File: src/rtl/effect_pkg.sv
// Shared effect encodings, FSM states and the effect-to-one-hot decode
// used by both the mode controller and the audio datapath.
package effect_pkg;

    typedef enum logic [2:0] {
        EFF_NONE  = 3'd0,
        EFF_HIGH  = 3'd1,
        EFF_LOW   = 3'd2,
        EFF_ECHO  = 3'd3,
        EFF_PITCH = 3'd4
    } effect_t;

    typedef enum logic [1:0] {
        S_IDLE   = 2'd0,
        S_MUTE   = 2'd1,
        S_ACTIVE = 2'd2
    } fsm_state_t;

    // One-hot decode ordered {PITCH, ECHO, LOW, HIGH}; EFF_NONE decodes to zero.
    function automatic logic [3:0] effect_onehot(input effect_t e);
        logic [3:0] oh;
        oh = '0;
        case (e)
            EFF_HIGH:  oh = 4'b0001;
            EFF_LOW:   oh = 4'b0010;
            EFF_ECHO:  oh = 4'b0100;
            EFF_PITCH: oh = 4'b1000;
            default:   oh = '0;
        endcase
        return oh;
    endfunction

endpackage

File: src/rtl/button_debounce.sv
// Raw push-button conditioner: 2-FF synchronizer, stable-level debouncer
// and a registered rising-edge press pulse. Releases produce no pulse.
module button_debounce #(
    parameter int unsigned DEBOUNCE_CYCLES = 500000
) (
    input  logic clk_i,
    input  logic rst_ni,
    input  logic btn_i,
    output logic press_o
);

    localparam int unsigned CW = (DEBOUNCE_CYCLES > 1) ? $clog2(DEBOUNCE_CYCLES) : 1;
    localparam logic [CW-1:0] CNT_LAST = CW'(DEBOUNCE_CYCLES - 1);

    logic [1:0]    sync_q;
    logic          stable_q, stable_d;
    logic          prev_q;
    logic [CW-1:0] cnt_q, cnt_d;
    logic          press_q;

    // Two-stage synchronizer for the asynchronous button level.
    always_ff @(posedge clk_i or negedge rst_ni) begin
        if (!rst_ni) sync_q <= '0;
        else         sync_q <= {sync_q[0], btn_i};
    end

    // Accept a new level only after it differs from the stable one for DEBOUNCE_CYCLES cycles.
    always_comb begin
        stable_d = stable_q;
        cnt_d    = '0;
        if (sync_q[1] != stable_q) begin
            if (cnt_q == CNT_LAST) stable_d = sync_q[1];
            else                   cnt_d    = cnt_q + CW'(1);
        end
    end

    // Debounced level, its delayed copy and the registered rising-edge press.
    always_ff @(posedge clk_i or negedge rst_ni) begin
        if (!rst_ni) begin
            stable_q <= 1'b0;
            prev_q   <= 1'b0;
            cnt_q    <= '0;
            press_q  <= 1'b0;
        end else begin
            stable_q <= stable_d;
            prev_q   <= stable_q;
            cnt_q    <= cnt_d;
            press_q  <= stable_q & ~prev_q;
        end
    end

    assign press_o = press_q;

endmodule

File: src/rtl/effect_mode_controller.sv
// Effect-selection controller: debounced buttons, mutually-exclusive effect
// FSM with a click-free mute on every change, saturating pitch shift and
// frame-synchronous display highlight flags.
module effect_mode_controller
    import effect_pkg::*;
#(
    parameter int unsigned DEBOUNCE_CYCLES = 500000,
    parameter int unsigned MUTE_CYCLES     = 2400,
    parameter int unsigned PITCH_MAX       = 7,
    parameter int unsigned FLASH_FRAMES    = 15
) (
    input  logic       Clk,
    input  logic       reset_n,
    input  logic       btn_high,
    input  logic       btn_low,
    input  logic       btn_echo,
    input  logic       btn_pitch,
    input  logic       btn_up,
    input  logic       btn_down,
    input  logic       frame_start,
    output logic [2:0] effect_sel,
    output logic       audio_mute,
    output logic [3:0] pitch_shift,
    output logic       HIGH,
    output logic       LOW,
    output logic       ECHO,
    output logic       PITCH,
    output logic       UP,
    output logic       DOWN
);

    localparam int unsigned MW = (MUTE_CYCLES > 1) ? $clog2(MUTE_CYCLES) : 1;
    localparam logic [MW-1:0] MUTE_LOAD = MW'(MUTE_CYCLES - 1);
    localparam int unsigned FW = $clog2(FLASH_FRAMES + 1);
    localparam logic [FW-1:0] FLASH_LOAD = FW'(FLASH_FRAMES);
    localparam logic signed [3:0] P_HI = 4'(PITCH_MAX);
    localparam logic signed [3:0] P_LO = -P_HI;

    logic p_high, p_low, p_echo, p_pitch, p_up, p_down;

    fsm_state_t        state_q, state_d;
    effect_t           cur_q, cur_d;
    effect_t           nxt_q, nxt_d;
    logic [MW-1:0]     mute_cnt_q, mute_cnt_d;
    logic signed [3:0] pitch_q, pitch_d;
    logic [FW-1:0]     up_cnt_q, up_cnt_d;
    logic [FW-1:0]     dn_cnt_q, dn_cnt_d;
    logic [3:0]        flags_q;
    logic              up_flag_q, dn_flag_q;

    effect_t eff_req;
    logic    eff_press;
    logic    step_ok;

    button_debounce #(.DEBOUNCE_CYCLES(DEBOUNCE_CYCLES)) u_db_high  (.clk_i(Clk), .rst_ni(reset_n), .btn_i(btn_high),  .press_o(p_high));
    button_debounce #(.DEBOUNCE_CYCLES(DEBOUNCE_CYCLES)) u_db_low   (.clk_i(Clk), .rst_ni(reset_n), .btn_i(btn_low),   .press_o(p_low));
    button_debounce #(.DEBOUNCE_CYCLES(DEBOUNCE_CYCLES)) u_db_echo  (.clk_i(Clk), .rst_ni(reset_n), .btn_i(btn_echo),  .press_o(p_echo));
    button_debounce #(.DEBOUNCE_CYCLES(DEBOUNCE_CYCLES)) u_db_pitch (.clk_i(Clk), .rst_ni(reset_n), .btn_i(btn_pitch), .press_o(p_pitch));
    button_debounce #(.DEBOUNCE_CYCLES(DEBOUNCE_CYCLES)) u_db_up    (.clk_i(Clk), .rst_ni(reset_n), .btn_i(btn_up),    .press_o(p_up));
    button_debounce #(.DEBOUNCE_CYCLES(DEBOUNCE_CYCLES)) u_db_down  (.clk_i(Clk), .rst_ni(reset_n), .btn_i(btn_down),  .press_o(p_down));

    // Fixed-priority pick among simultaneous effect presses: high > low > echo > pitch.
    always_comb begin
        eff_req   = EFF_NONE;
        eff_press = p_high | p_low | p_echo | p_pitch;
        if      (p_high)  eff_req = EFF_HIGH;
        else if (p_low)   eff_req = EFF_LOW;
        else if (p_echo)  eff_req = EFF_ECHO;
        else if (p_pitch) eff_req = EFF_PITCH;
    end

    // Effect FSM next state: any press starts a mute, the target is applied on its last cycle.
    always_comb begin
        state_d    = state_q;
        cur_d      = cur_q;
        nxt_d      = nxt_q;
        mute_cnt_d = mute_cnt_q;
        case (state_q)
            S_IDLE, S_ACTIVE: begin
                if (eff_press) begin
                    nxt_d      = (eff_req == cur_q) ? EFF_NONE : eff_req;
                    mute_cnt_d = MUTE_LOAD;
                    state_d    = S_MUTE;
                end
            end
            S_MUTE: begin
                if (mute_cnt_q == '0) begin
                    cur_d   = nxt_q;
                    state_d = (nxt_q == EFF_NONE) ? S_IDLE : S_ACTIVE;
                end else begin
                    mute_cnt_d = mute_cnt_q - MW'(1);
                end
            end
            default: state_d = S_IDLE;
        endcase
    end

    // Pitch stepping with saturation and UP/DOWN flash counters.
    always_comb begin
        pitch_d  = pitch_q;
        up_cnt_d = up_cnt_q;
        dn_cnt_d = dn_cnt_q;
        step_ok  = (cur_q == EFF_PITCH) && (state_q != S_MUTE) && (p_up ^ p_down);
        if (frame_start) begin
            if (up_cnt_q != '0) up_cnt_d = up_cnt_q - FW'(1);
            if (dn_cnt_q != '0) dn_cnt_d = dn_cnt_q - FW'(1);
        end
        if (step_ok && p_up) begin
            if (pitch_q < P_HI) pitch_d = pitch_q + 4'sd1;
            up_cnt_d = FLASH_LOAD;
            dn_cnt_d = '0;
        end else if (step_ok && p_down) begin
            if (pitch_q > P_LO) pitch_d = pitch_q - 4'sd1;
            dn_cnt_d = FLASH_LOAD;
            up_cnt_d = '0;
        end
        // Zeroed on the same edge cur is replaced, so no stale shift leaks into another effect.
        if (cur_d != EFF_PITCH) pitch_d = '0;
    end

    // Controller state registers.
    always_ff @(posedge Clk or negedge reset_n) begin
        if (!reset_n) begin
            state_q    <= S_IDLE;
            cur_q      <= EFF_NONE;
            nxt_q      <= EFF_NONE;
            mute_cnt_q <= '0;
            pitch_q    <= '0;
            up_cnt_q   <= '0;
            dn_cnt_q   <= '0;
        end else begin
            state_q    <= state_d;
            cur_q      <= cur_d;
            nxt_q      <= nxt_d;
            mute_cnt_q <= mute_cnt_d;
            pitch_q    <= pitch_d;
            up_cnt_q   <= up_cnt_d;
            dn_cnt_q   <= dn_cnt_d;
        end
    end

    // Display shadow flags, refreshed only at frame start from the pre-edge state.
    always_ff @(posedge Clk or negedge reset_n) begin
        if (!reset_n) begin
            flags_q   <= '0;
            up_flag_q <= 1'b0;
            dn_flag_q <= 1'b0;
        end else if (frame_start) begin
            flags_q   <= effect_onehot(cur_q);
            up_flag_q <= (up_cnt_q != '0);
            dn_flag_q <= (dn_cnt_q != '0);
        end
    end

    assign effect_sel  = cur_q;
    assign audio_mute  = (state_q == S_MUTE);
    assign pitch_shift = pitch_q;
    assign HIGH        = flags_q[0];
    assign LOW         = flags_q[1];
    assign ECHO        = flags_q[2];
    assign PITCH       = flags_q[3];
    assign UP          = up_flag_q;
    assign DOWN        = dn_flag_q;

endmodule

File: config.mk
export PLATFORM = sky130hd
export DESIGN_NAME = effect_mode_controller
export DESIGN_NICKNAME = d
export VERILOG_FILES = /design/src/rtl/effect_pkg.sv /design/src/rtl/button_debounce.sv /design/src/rtl/effect_mode_controller.sv
export SDC_FILE = /design/constraint.sdc
export NUM_CORES = 1
export LEC_CHECK = 0
export CELL_PAD_IN_SITES_DETAIL_PLACEMENT = 1
export CELL_PAD_IN_SITES_GLOBAL_PLACEMENT = 1
export CORE_MARGIN = 5
export CORE_UTILIZATION = 50
export CTS_CLUSTER_DIAMETER = 100
export DETAILED_ROUTE_END_ITERATION = 16
export MAX_ROUTING_LAYER = met4
export PLACE_DENSITY = 0.89
export SETUP_SLACK_MARGIN = 0.3
export SKIP_LAST_GASP = 1
export SLEW_MARGIN = 20
export SYNTH_ARGS = -nofsm -noshare
export SYNTH_HDL_FRONTEND = slang
export SYNTH_SLANG_ARGS = --single-unit
File: constraint.sdc
create_clock -name Clk -period 3.9 [get_ports Clk]
set_input_delay 0.585 -clock Clk [delete_from_list [all_inputs] [get_ports Clk]]
set_output_delay 0.585 -clock Clk [all_outputs]
set_load 0.02 [all_outputs]
-- After elaboration in Yosys (flattened, before gate mapping)
Cells that the tools add are included.
- add/subtract/negate cells: 11
- multipliers: 0
- divide/modulo/power cells: 0
- order comparisons: 2
- eq/ne operators: 25
- shifts and indexed selects: 0
- multiplexer cells: 40
- bitwise operators: 16
- reductions and logical operators: 28
- operators with widths (cell ; count):
    19-bit 2-to-1 mux ; 12
    19-bit by 1-bit adder with 19-bit output (second input constant) ; 6
    19-bit == test (second input constant) ; 6
    4-bit 2-to-1 mux ; 13
    12-bit 2-to-1 mux ; 2
    12-bit one-hot mux with 2 select lines ; 1
    3-bit 2-to-1 mux ; 7
    2-bit AND reduction ; 10
    4-bit one-hot mux with 4 select lines ; 1
    3-bit nonzero test ; 5
    12-bit zero test ; 1
    12-bit by 1-bit subtractor with 12-bit output (second input constant) ; 1
    4-bit nonzero test ; 2
    4-bit by 1-bit subtractor with 4-bit output (second input constant) ; 2
    1-bit AND ; 6
    3-bit by 2-bit == test with 1-bit output (second input constant) ; 2
    2-bit 2-to-1 mux ; 3
    1-bit != test ; 6
    1-bit NOT ; 6
    3-bit AND reduction ; 2
    4-bit by 2-bit adder with 4-bit output (second input constant) ; 1
    4-bit > comparator (second input constant) ; 1
    1-bit logical AND ; 4
    4-bit less-than comparator (second input constant) ; 1
    other kinds (17) ; 21
- bits in registers: 182
- latch bits: 0
- RAM bits: 0
- memory bits (read-only): 0
- input port bits: 9
- output and inout port bits: 14
- word-level logic and storage cells: 162
- memories kept: 0

-- Longest topological paths before layout
Gate-level depths: netlist of run 1.
- word-level depth: 7
- mapped depth: 10
- depth with buffers taken out: 9

-- By module
Synthesis of run 1 repeated with hierarchy kept, for this count alone.
- cells, all modules: 867
- area, all modules: 8922.3 um2
- modules (own cells, without submodules) (module ; times used ; cells each ; area an instance (um2) ; sequential area each (um2)):
    button_debounce at u_db_down ... ; 5 ; 108 ; 1136.1 ; 600.6
    effect_mode_controller ; 1 ; 219 ; 2112.0 ; 950.9
    button_debounce at u_db_low ; 1 ; 108 ; 1129.8 ; 600.6

-- Worst setup path after synthesis of run 1
Ideal clock, no wire load.
- kind: reg2reg
- start point: register cur_q[2] (netlist: effect_sel[2])
- end point: register pitch_q[3] (netlist: pitch_shift[3])
- setup time: 0.099 ns
- arrival time: 2.266 ns
- required time: 3.801 ns
- setup slack: 1.535 ns
- stages on the path, launching flop included: 10
- path buffers: 0
- period minus slack after synthesis: 2.365 ns
- path through: dfrtp_1 or3b_4 nor2_4 nand2_2 ha_1 a21o_1 a21oi_1 xor2_1 a31oi_1 a311oi_1
- cells in the longest elaborated chain, start to end: 6
- elaborated cells between the ends (all ways): 14
- classes of those cells: eq/ne: 3; mux: 4; reduce/logical: 7
- RTL lines (element ; RTL line ; RTL):
    start, declared ; effect_mode_controller.sv:42 ; effect_t cur_q, cur_d;
    start signal, assigned ; effect_mode_controller.sv:133 ; cur_q <= cur_d;
    3-bit == test ; effect_mode_controller.sv:103 ; step_ok = (cur_q == EFF_PITCH) && (state_q != S_MUTE) && (p_up ^ p_down);
    1-bit logical AND (2 in series) ; effect_mode_controller.sv:103 ;
    1-bit logical AND (on tied branches) ; effect_mode_controller.sv:108, effect_mode_controller.sv:112 ;
    3-bit by 1-bit != test with 1-bit output (no line) (tied with other cells) ; - ;
    3-bit AND reduction (no line) or 4-bit 2-to-1 mux (tied branches) ; - ;
    end signal, assigned ; effect_mode_controller.sv:136 ; pitch_q <= pitch_d;
    end, declared ; effect_mode_controller.sv:45 ; logic signed [3:0] pitch_q, pitch_d;
Parallel ways exist; a longest one is shown, timed or not.
A chain may end at the register's enable or synchronous reset.

-- Worst setup path after layout of run 1
- start point: register state_q[0]
- end point: output port audio_mute
- cells in the longest elaborated chain, start to end: 1
- RTL lines (element ; RTL line ; RTL):
    start, declared ; effect_mode_controller.sv:41 ; fsm_state_t state_q, state_d;
    start signal, assigned ; effect_mode_controller.sv:132 ; state_q <= state_d;
    2-bit by 1-bit == test with 1-bit output ; effect_mode_controller.sv:156 ; assign audio_mute = (state_q == S_MUTE);
    end, declared ; effect_mode_controller.sv:22 ; output logic audio_mute,
No other way between the ends.

==> out/results.ini, run 1 <==
[yosys]
async_reset_ff_share_pct=100
synth.distinct_cells=55
synth-edff-count=0
syn_area_per_cell_um2=10.2
ys_warn_count=0
syn_area_um2=8470
ys.flop_type=dfrtp_1
synth_nets=856
ys_seq_elements=182
ys_seq_area_share_pct=53.8
synth_top_area_cell=dfrtp_1
synth_cells=832
yosys-top-cells-area=dfrtp_1 54%, nor2_1 7.5%, xor2_1 7.1%, xnor2_1 4.9%, nand3_1 2.8%
synth.top_cell.area_share_pct=53.8

[floorplanning]
initial_utilization_pct=51.1
chipWidth_um=140
rows=47
core_um2=16600
dieArea_um2=19600
die_y_um=140
io_pins=23

[final_layout]
drive_gt1_share_pct=7.56
multiInputGateArea_um2=3750
layout_common_cells=182 x dfrtp_1, 169 x nor2_1, 69 x xor2_1
final_cell_area_um2=9500
insertedDiodeCount=0
final_cell_count_no_fill=1093
final_common_cell=dfrtp_1
area_delta_synth_final_pct=12.1
final_nets=884
seqCellArea_um2=4550
fill_cells=1854

[setup_path]
ff2ff_path_depth=9
crit_type=register to output port
r2r-end=pitch_shift[3]
rrSetupSlack_ps=1340
crit_slowest_cell=clkdlybuf4s50_1
critPathRequiredTime_ps=3310
critical_path.max_fanout=9
critPathMaxStageDelay_ps=650
r2r-start=effect_sel[2]
worst_ep_arrival_time_ps=2070
crit_end=audio_mute
path_cells=nor2b_1, buf_4, clkdlybuf4s50_1
crit_path_start=state_q[0]
cp-end-kind=output port
start_kind=register

[sta]
layout_setup_ws_ps=1240
fin_crit_ps=2660
tns_ps=0
setup_violations=0
hold_viol=0
min_period_over_period_pct=68.2
worst_pin_slew_ps=926
slew_violations=0
slew_headroom_pct=37.4
rsz0062_at_grt=false
fmax_mhz=376
finalClockSkew_ps=13.3

[route]
first_pass_iters=4
postRouteAntennaNets=0
wl_um=20600
drcViolationCount=0
via_count=6223
vias_per_cell=5.69
drtIter0Drc=281
routedWlPerCell_um=18.9

[power]
ir_drop_uv=343
power_density_nw_per_um2=408
finalPower_uw=3870
p_leak_uw=0.00413

[clock_network]
clockBufferDepth=2
post_cts.repair.setup_buffers=0
path_clk_slew_ps=80
numCtsBuffers=17
ctsHtreeMaxLevel=4
cts_root_buffer=clkbuf_16
hold_buffers=0
cts_tree=done
cts.sinks=182
clk_latency_ps=450
cts_resized=0

[place]
gp_congestion=0.777
placed_area_um2=8930
io_buffers=22
dpl.hpwl_um=12300
dpl_worst_slack_ps=1430
dp.cells=1061

[global_routing]
grt_pass1_wl_um=35000
grt_antenna_before_repair=0
grt_util_all_layers_pct=22.6
grt_pass1_vias=6857
gr-total-overflow=0
grt_start_max_net_pins=103

[worst_hold_path]
worst_hold_path_type=input pin to asynchronous set/reset pin

[flow_run]
cap_violations=0

[run_status]
status=finished, final reports clean

[area by class of cell]
| cell class | instances | share of cell area, % |
|---|---|---|
| clock buffer | 17 | 4.48 |
| clock inverter | 15 | 1.46 |
| inverter | 25 | 0.988 |
| multi-input combinational | 609 | 39.5 |
| sequential | 182 | 47.9 |
| tap | 220 | 2.90 |
| timing repair buffer | 25 | 2.73 |
[kinds of logic after synthesis]
family                     after synthesis  share of synthesized area (%)
AOI/OAI and AO/OA                       47                           3.69
xor gates and xnor gates               116                           12.0
adders and majority gates               15                           2.30
buffers and inverters                   41                           1.95
DFF                                    182                           53.8
muxes                                   15                           1.95
and+or+nand+nor                        416                           24.4
[how the worst min path moves through the flow]
stage	end	slack (ps)	from
2_1_floorplan	DOWN	290	reset_n
3_3_place_gp	u_db_down.sync_q[1]	330	u_db_down.sync_q[0]
3_5_place_dp	u_db_pitch.sync_q[1]	340	u_db_pitch.sync_q[0]
4_1_cts	u_db_pitch.cnt_q[16]	260	reset_n
5_1_grt	u_db_pitch.cnt_q[17]	270	reset_n
6_report	u_db_pitch.cnt_q[17]	220	reset_n
[per-layer routing]
metal	routed length (um)	part of all wire, %	GRT usage [%]	vias up
met5	0	0	-	-
met4	317	1.5	6.68	0
met3	675	3.3	4.43	29
met2	10900	53	39.4	107
met1	8690	42	26.6	3206
li1	-	-	-	2881
[critical path: cells and delay by family, from the launching register on]
| family | cells | cell delay, ps |
|---|---|---|
| buf+inv | 2 | 890 |
| flops | 1 | 480 |
| simple gates | 1 | 240 |
[registers in the layout, summed over array words and instances (netlist names), 3 cells and up]
name              cells
effect_sel            3
flags_q               4
u_db_low.cnt_q       19
pitch_shift           4
mute_cnt_q           12
dn_cnt_q              4
u_db_high.cnt_q      19
u_db_down.cnt_q      19
up_cnt_q              4
u_db_up.cnt_q        19
nxt_q                 3
u_db_echo.cnt_q      19
u_db_pitch.cnt_q     19
[cells in the mapped netlist (all sizes together) (3+ instances only)]
cell,n
nor4,12
nand2,59
nand4b,3
mux2i,3
mux2,12
o21ai,9
a21o,3
a31oi,6
nor3b,3
nor2,170
nand3b,5
a211oi,3
xnor2,47
nand4,26
or3,4
and3,13
clkbuf,6
ha,14
o22a,3
and4,7
nand2b,4
nor2b,10
or2,8
nor3,29
a21oi,10
inv,25
buf,10
dfrtp,182
nor4b,8
nand3,48
xor2,69
[power by group]
| part | leakage [uW] | total, uW | internal, uW | switching, uW |
|---|---|---|---|---|
| Combinational | 0.00136 | 210 | 76.6 | 134 |
| Sequential | 0.00248 | 1980 | 1930 | 46.7 |
| Clock | 0.000278 | 1680 | 845 | 838 |
[metrics by stage]
stage	utilization [%]	hold WS [ps]
3_5_place_dp	53.9	338
4_1_cts	57.3	258
2_1_floorplan	-	289
5_1_grt	57.3	272
3_3_place_gp	53.9	332
6_report	57.3	218
Note: power is estimated with default switching activity, not from simulation.
==> inputs of run 2 (changes only) <==
--- a/config.mk
+++ b/config.mk
@@ -8,11 +8,11 @@
 export CELL_PAD_IN_SITES_DETAIL_PLACEMENT = 1
 export CELL_PAD_IN_SITES_GLOBAL_PLACEMENT = 1
 export CORE_MARGIN = 5
-export CORE_UTILIZATION = 50
+export CORE_UTILIZATION = 49
 export CTS_CLUSTER_DIAMETER = 100
 export DETAILED_ROUTE_END_ITERATION = 16
 export MAX_ROUTING_LAYER = met4
-export PLACE_DENSITY = 0.89
+export PLACE_DENSITY = 0.87
 export SETUP_SLACK_MARGIN = 0.3
 export SKIP_LAST_GASP = 1
 export SLEW_MARGIN = 20
==> constraint.sdc (replaced) <==
create_clock -name Clk -period 2.55 [get_ports Clk]
set_input_delay 0.3825 -clock Clk [delete_from_list [all_inputs] [get_ports Clk]]
set_output_delay 0.3825 -clock Clk [all_outputs]
set_load 0.02 [all_outputs]
==> run 2 against run 1 <==
Against the previous run: critical path depth grew 4; cell count grew 3.0%; hold slack better by 140 ps; clock power is 61% higher; flip-flop and latch count is the same; global-route usage shrank 1.1 points; sequential share of layout area down 1.6 points; via count grew 1.3%; critical endpoint is now mute_cnt_q[2]; largest power group unchanged.
==> out/results.ini, run 2 (synthesis gave the netlist of run 1 again) <==
[final_layout]
area_delta_synth_final_pct=16.0
drive_gt1_share_pct=11.7
final_common_cell=dfrtp_1
final_nets=912
fill_cells=1901
layout_common_cells=179 x dfrtp_1, 169 x nor2_1, 69 x xor2_1
insertedDiodeCount=0

[worst_hold_path]
hold_path.startpoint=u_db_high.sync_q[0]
worst_hold_path_type=register to register
holdPathStages=0
min_delay_worst_endpoint=u_db_high.sync_q[1]

[floorplanning]
dieArea_um2=20000
initial_utilization_pct=49.5
die_y_um=141
chipWidth_um=141
rows=48
core_um2=17100
io_pins=23

[setup_path]
rrSetupSlack_ps=220
ff2ff_path_depth=7
critPathMaxStageDelay_ps=520
crit_type=register to register
critical_path.max_fanout=9
crit_slowest_cell=or4b_4
worst_ep_arrival_time_ps=2620
r2r-end=mute_cnt_q[2]
start_kind=register
cp-end-kind=register
path_cells=inv_1, ha_2, or4b_4, nor3_4, a21boi_2, a211oi_1, a31oi_1
critPathRequiredTime_ps=2840
r2r-start=mute_cnt_q[1]
critPathBufInv=1
path_delay_family=simple AND/OR/NAND/NOR gates

[sta]
fmax_mhz=428
setup_violations=0
tns_ps=0
rsz0062_at_grt=true
slew_headroom_pct=46.4
worst_pin_slew_ps=802
min_period_over_period_pct=91.5
hold_viol=0
finalClockSkew_ps=9.77
fin_crit_ps=2330
slew_violations=0

[route]
drcViolationCount=0
drtIter0Drc=248
vias_per_cell=5.60
postRouteAntennaNets=0
via_count=6304
wl_um=21000
routedWlPerCell_um=18.7
first_pass_iters=4

[power]
p_sw_share_pct=23.6
p_comb_share_pct=5.5
ir_drop_uv=446
p_leak_uw=0.00430
power_density_nw_per_um2=617
seqPwrFrac_pct=50.0
internal_power_uw=4630
finalPower_uw=6060
clkPwrFrac_pct=44.6
switching_power_uw=1430

[place]
io_buffers=22
dpl.hpwl_um=12300
gp_congestion=0.789

[flow_run]
cap_violations=0

[clock_network]
cts_tree=done
cts.sinks=182
ctsHtreeMaxLevel=4
numCtsBuffers=17
path_clk_slew_ps=70
cts_root_buffer=clkbuf_16
clk_latency_ps=440
clockBufferDepth=2

[global_routing]
grt_pass1_wl_um=33800
grt_pass1_vias=6861
grt_start_max_net_pins=52
gr-total-overflow=0
grt_util_all_layers_pct=21.5
grt_antenna_before_repair=0

[run_status]
status=finished, final reports clean

==> run 2: layer usage <==
metal / track usage [%] / wire [um] / vias to the layer above
li1: - / - / 2933
met4: 7.78 / 637 / 0
met5: - / 0 / -
met2: 37.1 / 11000 / 90
met3: 4.42 / 563 / 49
met1: 25.1 / 8810 / 3232
==> run 2: worst max path at each step <==
stage                       start              to  cells past startpoint
floorplan           effect_sel[0]  pitch_shift[3]                      9
global route        effect_sel[0]  pitch_shift[1]                      8
global placement    effect_sel[0]  pitch_shift[3]                      9
detailed placement  effect_sel[0]  pitch_shift[3]                      9
CTS                 effect_sel[1]  pitch_shift[3]                      9
finish              mute_cnt_q[1]   mute_cnt_q[2]                      7
==> run 2: what timing repair did <==
action | CTS | global route
endpoints found under the setup margin | 6 | 22
hold buffers | 1 | 0
resized for setup | 4 | 8
buffers inserted | 7 | 11
pin swaps | 7 | 9
endpoints found under the hold margin | 47 | 0
==> run 2: cell type report <==
type	instances	area, um2	share of cell area [%]
clock buffer	22	484	4.93
clock inverter	10	120	1.22
inverter	25	93.8	0.955
multi-input combinational	609	3820	38.9
sequential	182	4560	46.4
tap	225	282	2.87
timing repair buffer	53	470	4.79
==> run 2: worst register-to-register path: cells and delay by family, from the launching register on <==
family,cells,cell delay (ps)
fa+ha+maj,1,180
buf+inv,1,110
flops,1,410
simple gates,2,810
compound gates,3,690
==> run 2: stage by stage <==
step | hold WS, ps | utilization [%] | area [um2] | worst slack [ps] | cells
CTS | 358 | 56.6 | 9690 | 98.2 | 1115
finish | 356 | 57.4 | 9830 | 216 | 1126
global placement | 336 | 52.7 | 9020 | 252 | 1075
global route | 369 | 57.4 | 9830 | 89.7 | 1126
detailed placement | 343 | 52.7 | 9020 | 173 | 1075
floorplan | 86.9 | - | 8480 | 301 | 832
==> run 2: power by group through the flow <==
| stage | logic (uW) | registers, uW | clock network, uW |
|---|---|---|---|
| 2_1_floorplan | 174 | 3060 | 0 |
| 3_3_place_gp | 294 | 3070 | 0 |
| 3_5_place_dp | 320 | 3070 | 0 |
| 4_1_cts | 326 | 3020 | 2740 |
| 5_1_grt | 377 | 3040 | 2880 |
| 6_report | 332 | 3030 | 2700 |
